$ cat config.mk
export PLATFORM = sky130hd
export DESIGN_NAME = serial_complement_ctrl_flat
export DESIGN_NICKNAME = d
export VERILOG_FILES = /design/src/rtl/serial_complement_if.sv /design/src/rtl/serial_complement_ctrl.sv /design/src/flat_wrapper.sv
export SDC_FILE = /design/constraint.sdc
export NUM_CORES = 1
export LEC_CHECK = 0
export ABC_CLOCK_PERIOD_IN_PS = 3100
export BUFFER_PORTS_ARGS = -buffer_cell sky130_fd_sc_hd__buf_2
export CORE_MARGIN = 2
export CORE_UTILIZATION = 58
export DETAILED_ROUTE_END_ITERATION = 10
export PLACE_DENSITY_LB_ADDON = 0.15
export SETUP_SLACK_MARGIN = 0.4
export SKIP_CTS_REPAIR_TIMING = 1
export SKIP_LAST_GASP = 1
export SLEW_MARGIN = 20
export SYNTH_ARGS = -nofsm -noshare
export SYNTH_HDL_FRONTEND = slang
export SYNTH_SLANG_ARGS = --single-unit
$ cat constraint.sdc
create_clock -name clk -period 3.1 [get_ports clk]
set_clock_uncertainty 0.2 [all_clocks]
set_input_delay 0.155 -clock clk [delete_from_list [all_inputs] [get_ports clk]]
set_output_delay 0.155 -clock clk [all_outputs]
set_load 0.03 [all_outputs]
$ cat src/rtl/serial_complement_if.sv
// serial_complement_if: request/result bundle for serial_complement_ctrl.
interface serial_complement_if #(parameter int WIDTH = 8);
    logic             start;
    logic             mode;
    logic [WIDTH-1:0] din;
    logic             busy;
    logic             serial_out;
    logic             serial_valid;
    logic             done;
    logic [WIDTH-1:0] dout;
    logic             ovf;
    modport master(output start, mode, din, input busy, serial_out, serial_valid, done, dout, ovf);
    modport slave(input start, mode, din, output busy, serial_out, serial_valid, done, dout, ovf);
endinterface

$ cat src/rtl/serial_complement_ctrl.sv
// serial_complement_ctrl: LSB-first serial two's/ones' complement converter.
module serial_complement_ctrl #(parameter int WIDTH = 8) (
    input logic clk,
    input logic reset,
    serial_complement_if.slave bus
);
    localparam int CW = $clog2(WIDTH + 1);
    localparam logic [1:0] IDLE = 2'd0, SHIFT = 2'd1, DONE = 2'd2;
    localparam logic [WIDTH-1:0] MOST_NEG = {1'b1, {(WIDTH - 1){1'b0}}};
    logic [1:0]       state;
    logic [WIDTH-1:0] shreg, res, res_next, dout_q;
    logic [CW-1:0]    cnt;
    logic             seen_one, mode_q, ovf_q, bit_out, last;
    assign bit_out = mode_q ? ~shreg[0] : shreg[0] ^ seen_one;
    assign res_next = {bit_out, res[WIDTH-1:1]};
    assign last = cnt == CW'(WIDTH - 1);
    assign bus.busy = state == SHIFT;
    assign bus.serial_valid = state == SHIFT;
    assign bus.serial_out = (state == SHIFT) & bit_out;
    assign bus.done = state == DONE;
    assign bus.dout = dout_q;
    assign bus.ovf = ovf_q;
    // The edge that closes DONE may already accept the next request, so a
    // back-to-back start costs no idle cycle.
    always_ff @(posedge clk or negedge reset) begin
        if (!reset) begin
            state <= IDLE;
            shreg <= '0;
            res <= '0;
            cnt <= '0;
            seen_one <= 1'b0;
            mode_q <= 1'b0;
            dout_q <= '0;
            ovf_q <= 1'b0;
        end else if (state == SHIFT) begin
            shreg <= shreg >> 1;
            res <= res_next;
            cnt <= cnt + 1'b1;
            seen_one <= seen_one | shreg[0];
            if (last) begin
                state <= DONE;
                dout_q <= res_next;
                ovf_q <= ~mode_q & (res_next == MOST_NEG);
            end
        end else if (bus.start) begin
            state <= SHIFT;
            shreg <= bus.din;
            mode_q <= bus.mode;
            cnt <= '0;
            seen_one <= 1'b0;
        end else begin
            state <= IDLE;
        end
    end
endmodule

$ cat src/flat_wrapper.sv
// flat-port wrapper written by rule: the top's interface ports become plain ports
module serial_complement_ctrl_flat 
#(parameter int WIDTH = 8)
  (clk, reset, bus_start, bus_mode, bus_din, bus_busy, bus_serial_out, bus_serial_valid, bus_done, bus_dout, bus_ovf);
  serial_complement_if #(.WIDTH(WIDTH)) bus_i ();
  input logic clk;
  input logic reset;
  input wire logic [$bits(bus_i.start)-1:0] bus_start;
  input wire logic [$bits(bus_i.mode)-1:0] bus_mode;
  input wire logic [$bits(bus_i.din)-1:0] bus_din;
  output wire logic [$bits(bus_i.busy)-1:0] bus_busy;
  output wire logic [$bits(bus_i.serial_out)-1:0] bus_serial_out;
  output wire logic [$bits(bus_i.serial_valid)-1:0] bus_serial_valid;
  output wire logic [$bits(bus_i.done)-1:0] bus_done;
  output wire logic [$bits(bus_i.dout)-1:0] bus_dout;
  output wire logic [$bits(bus_i.ovf)-1:0] bus_ovf;
  assign bus_i.start = bus_start;
  assign bus_i.mode = bus_mode;
  assign bus_i.din = bus_din;
  assign bus_busy = bus_i.busy;
  assign bus_serial_out = bus_i.serial_out;
  assign bus_serial_valid = bus_i.serial_valid;
  assign bus_done = bus_i.done;
  assign bus_dout = bus_i.dout;
  assign bus_ovf = bus_i.ovf;
  serial_complement_ctrl #(.WIDTH(WIDTH)) u_core (.clk(clk), .reset(reset), .bus(bus_i));
endmodule
[After elaboration in Yosys (flattened, before gate mapping)]
Index checks and enable logic that the tools add are counted.
W data, S select, Z words.
Storage, ports and cells
  register bits: 33
  input bits: 12
  output and inout bits: 13
  logic and storage cells: 34
Cells by class
  $add $sub $neg: 1
  equal/unequal tests: 5
  multiplexer cells: 10
  bitwise operators: 7
  reductions and logical operators: 3
Operator list (number)
  $mux W8: 2
  $eq A8 B8 Y1 const B: 1
  $mux W4: 2
  $add A4 B1 Y4 const B: 1
  $eq A4 B3 Y1 const B: 1
  $mux W1: 4
  $mux W2: 2
  $reduce_and A2 Y1: 2
  $not A1 Y1: 3
  $and A1 B1 Y1: 2
  $eq A2 B1 Y1 const B: 1
  $eq A2 B2 Y1 const B: 1
  $ne A2 B1 Y1 const B: 1
  $reduce_bool A2 Y1: 1
  $or A1 B1 Y1: 1
  $xor A1 B1 Y1: 1

[Logic depth before layout (Yosys ltp)]
  depth in word-level cells: 4
  gate-level depth with buffers: 6
  depth with buffers taken out: 5

[Least setup slack after synthesis]
No wires, ideal clock.
  kind: flip-flop to output port
  start point: register u_core.state[1]
  end point: output bus_serial_valid
  arrival: 1428 ps
  data required time: 2745 ps
  slack: 1317 ps
  cell stages (with the launch flop): 6
  path buffers: 3
  cells stage by stage: dfrtp_1 > nand2b_4 > buf_6 > inv_6 > clkbuf_1 > buf_4
Between the ends
  word-level cells in the longest chain between the ends: 1
Ends and longest elaborated chain
  start: declaration: RTL line serial_complement_ctrl.sv:10  | logic [1:0] state;
  start signal: assignment: RTL line serial_complement_ctrl.sv:27  | state <= IDLE;
  start signal: assignment: RTL line serial_complement_ctrl.sv:41  | state <= DONE;
  start signal: assignment: RTL line serial_complement_ctrl.sv:46  | state <= SHIFT;
  $eq A2 B1 Y1
  end: declaration: RTL line flat_wrapper.sv:13  | output wire logic [$bits(bus_i.serial_valid)-1:0] bus_serial_valid;
No other way between the ends.

[Worst setup path in the final report]
  start point: register u_core.shreg[0]
  end point: output bus_serial_out
Between the ends
  word-level cells in the longest chain between the ends: 3
  elaborated cells on any way between the ends: 4
  classes of those cells: mux: 1; bitwise: 3
Ends and longest elaborated chain
  start: declaration: RTL line serial_complement_ctrl.sv:11  | logic [WIDTH-1:0] shreg, res, res_next, dout_q;
  start signal: assignment: RTL line serial_complement_ctrl.sv:36  | shreg <= shreg >> 1;
  start signal: assignment: RTL line serial_complement_ctrl.sv:47  | shreg <= bus.din;
  $xor A1 B1 Y1 or $not A1 Y1 (tied branches): RTL line serial_complement_ctrl.sv:14  | assign bit_out = mode_q ? ~shreg[0] : shreg[0] ^ seen_one;
  $mux W1 *: RTL line serial_complement_ctrl.sv:14
  $and A1 B1 Y1 *: RTL line serial_complement_ctrl.sv:19  | assign bus.serial_out = (state == SHIFT) & bit_out;
  end: declaration: RTL line flat_wrapper.sv:12  | output wire logic [$bits(bus_i.serial_out)-1:0] bus_serial_out;
Every way passes the cells marked *; elsewhere a longest branch is shown, timed or not.

==> results_dict.tcl <==
set metrics [dict create \
    antenna_found_initial 0 \
    drt_pass1_iterations 4 \
    worst_slack_ps 1160 \
    first_iter_violations 13 \
    final_common_cell "dfrtp_1" \
    setup_viol 0 \
    end_kind "output pin" \
    overflow 0 \
    rsz0062_at_grt "false" \
    io_buffers 24 \
    routedWlPerCell_microns 13.2 \
    cp_max_fo 3 \
    layout_common_cells "32 x dfrtp_1, 30 x nand2_1, 24 x buf_2" \
    power_density_nw_per_um2 1100 \
    worstPathCellList "inv_1, ha_1, nor2b_1, nor2_1, nor2_1, buf_2" \
    wl_microns 2470 \
    grt_max_degree 33 \
    ctsLongestPathBuffers 2 \
    coreArea_sq_um 2410 \
    htree_levels 2 \
    stdcell_count 187 \
    placed_cells 172 \
    cts_tree "done" \
    crit_type "flip-flop to output pin" \
    power.switching_uw 746 \
    ys_types 25 \
    timing.fmax_ghz 0.514 \
    grt_pass1_vias 879 \
    switching_share_pct 39.8 \
    p_int_mw 1.13 \
    dieArea_sq_um 2890 \
    clk_latency_ps 310 \
    pwr-share-seq_pct 39.8 \
    drv_slew 0 \
    synth_area_leader_cell "dfrtp_1" \
    syn_area_sq_um 1430 \
    std_cell_rows 18 \
    seq_area_frac_synth_pct 55.8 \
    yosys_register_bits 32 \
    dpl_cell_area_sq_um 1540 \
    dp_hpwl_microns 1750 \
    finalSetupTns_ps 0 \
    cts.clk_slew.worst_paths_ps 90 \
    hold_ws_ps -68.1 \
    fill_cells 176 \
    drc 0 \
    max_stage_delay_ps 390 \
    dieHeight_microns 53.7 \
    comb_power_share_pct 41.8 \
    syn_to_final_growth_pct 18.7 \
    cts_buffers 5 \
    crit_path_top_delay_cell "dfrtp_1" \
    num_vias 978 \
    place_ws_ps 1210 \
    syn_nets 139 \
    nNetsFinal 170 \
    final_hold_viol_count 3 \
    cap_viol_max_count 0 \
    slew_headroom_pct 54.0 \
    pin_count 25 \
    start_util_pct 59.5 \
    synth_cells 125 \
    antenna_cells 0 \
    synth_area_leaders "dfrtp_1 56%, nand2_1 7.9%, mux2i_1 7.7%" \
    ir_worst_vdd_v 0.000651 \
    yosys_warnings 0 \
    stdcell_area_sq_um 1700 \
    min_period_ps 1940 \
    cts_num_sinks 32 \
    worstMarginPinSlew_ps 690 \
    violations "negative hold slack" \
    ant_nets 0 \
    critPathMostFrequentCell "nor2_1" \
    cp_data_required_time_ps 2740 \
    clockPowerShare_pct 18.4 \
    avgViaCountPerCell 5.23 \
    status "finished, violations left" \
    place_congestion 0.786 \
    grt.total_usage_pct 20.3 \
    drive_gt1_share_pct 28.7 \
    post-route-period-util_pct 62.7 \
    syn_area_per_cell_sq_um 11.5 \
    die_w_microns 53.7 \
    hp-class "input port to flip-flop" \
    leakage_nw 0.852 \
    arrival_ps 1590 \
    grt_pass1_wl_microns 4040 \
    start_kind "flip-flop" \
    synth_top_area_share_pct 55.8 \
    cts-root-buf "clkbuf_4" \
]
critical path: cells and delay by family (launching register included):
kind,cells,cell delay [ps]
and+or+nand+nor,3,400
DFF,1,390
buffers and inverters,2,240
adders and majority gates,1,260
area by class of cell:
class,count,area (sq um),area share (%)
clock inverters,1,30.0,1.76
flip-flops and latches,32,801,47.1
repair buffers,31,190,11.2
multi-input cells,81,554,32.6
inverters,5,23.8,1.40
well taps,30,37.5,2.21
clock buffers,7,65.1,3.82
power by group through the flow:
stage | sequential (mW) | clock (mW) | combinational (mW)
after CTS | 0.748 | 0.355 | 0.789
after global placement | 0.743 | 0 | 0.756
final | 0.745 | 0.345 | 0.783
after global routing | 0.771 | 0.369 | 0.879
after detailed placement | 0.756 | 0 | 0.782
after floorplan | 0.825 | 0 | 0.543
flip-flops by register name, summed over array words and instances, names as in the netlist:
name,flops
u_core.bus.dout,8
u_core.shreg,8
u_core.res,7
u_core.cnt,4
u_core.state,2
u_core.bus.ovf,1
u_core.mode_q,1
u_core.seen_one,1
metrics by stage:
stage	power, mW	util, %
after CTS	1.89	67.7
after global placement	1.50	63.8
final	1.87	70.6
after detailed placement	1.54	63.8
after floorplan	1.37	-
after global routing	2.02	70.6
Yosys cell counts (all sizes together):
| master | number |
|---|---|
| and4b | 1 |
| nand3b | 2 |
| mux2 | 10 |
| inv | 5 |
| nand3 | 1 |
| o211ai | 1 |
| nand2b | 1 |
| buf | 4 |
| clkbuf | 3 |
| and2b | 1 |
| xor2 | 1 |
| mux2i | 11 |
| nor4 | 2 |
| nor2 | 5 |
| nand2 | 30 |
| o21ai | 10 |
| nor2b | 2 |
| or3 | 1 |
| ha | 2 |
| dfrtp | 32 |
metal layers:
metal / vias up / track usage, % / part of all wire [%]
li1: 476 / - / -
met2: 20 / 33.1 / 51
met1: 478 / 24.5 / 44
met4: 0 / 10.3 / 1.2
met5: - / 0 / 0
met3: 4 / 5.83 / 4.1
final timing paths:
path / from / endpoint / slack (ps) / depth (start not counted)
setup reg to reg: u_core.state[1] / u_core.bus.dout[4] / 1200 / 4
setup / recovery: u_core.shreg[0] / bus_serial_out / 1160 / 6
hold / removal: bus_din[3] / u_core.shreg[3] / -70 / 3
max in group asynchronous: reset / u_core.mode_q / 2040 / 2
min in group asynchronous: reset / u_core.state[0] / 210 / 2
hold reg to reg: u_core.shreg[7] / u_core.shreg[6] / 290 / 2
logic make-up (layout without fill, tap and decap cells):
family / count (synthesis) / count (layout) / synth area share (%)
xor gates and xnor gates: 1 / 1 / 0.611
buffers and inverters: 12 / 44 / 5.50
DFF: 32 / 32 / 55.8
AOI/OAI and AO/OA: 11 / 11 / 4.01
adders and majority gates: 2 / 2 / 1.74
muxes: 21 / 21 / 17.1
and+or+nand+nor: 46 / 46 / 15.2
Power figures use the tool's default switching activity.
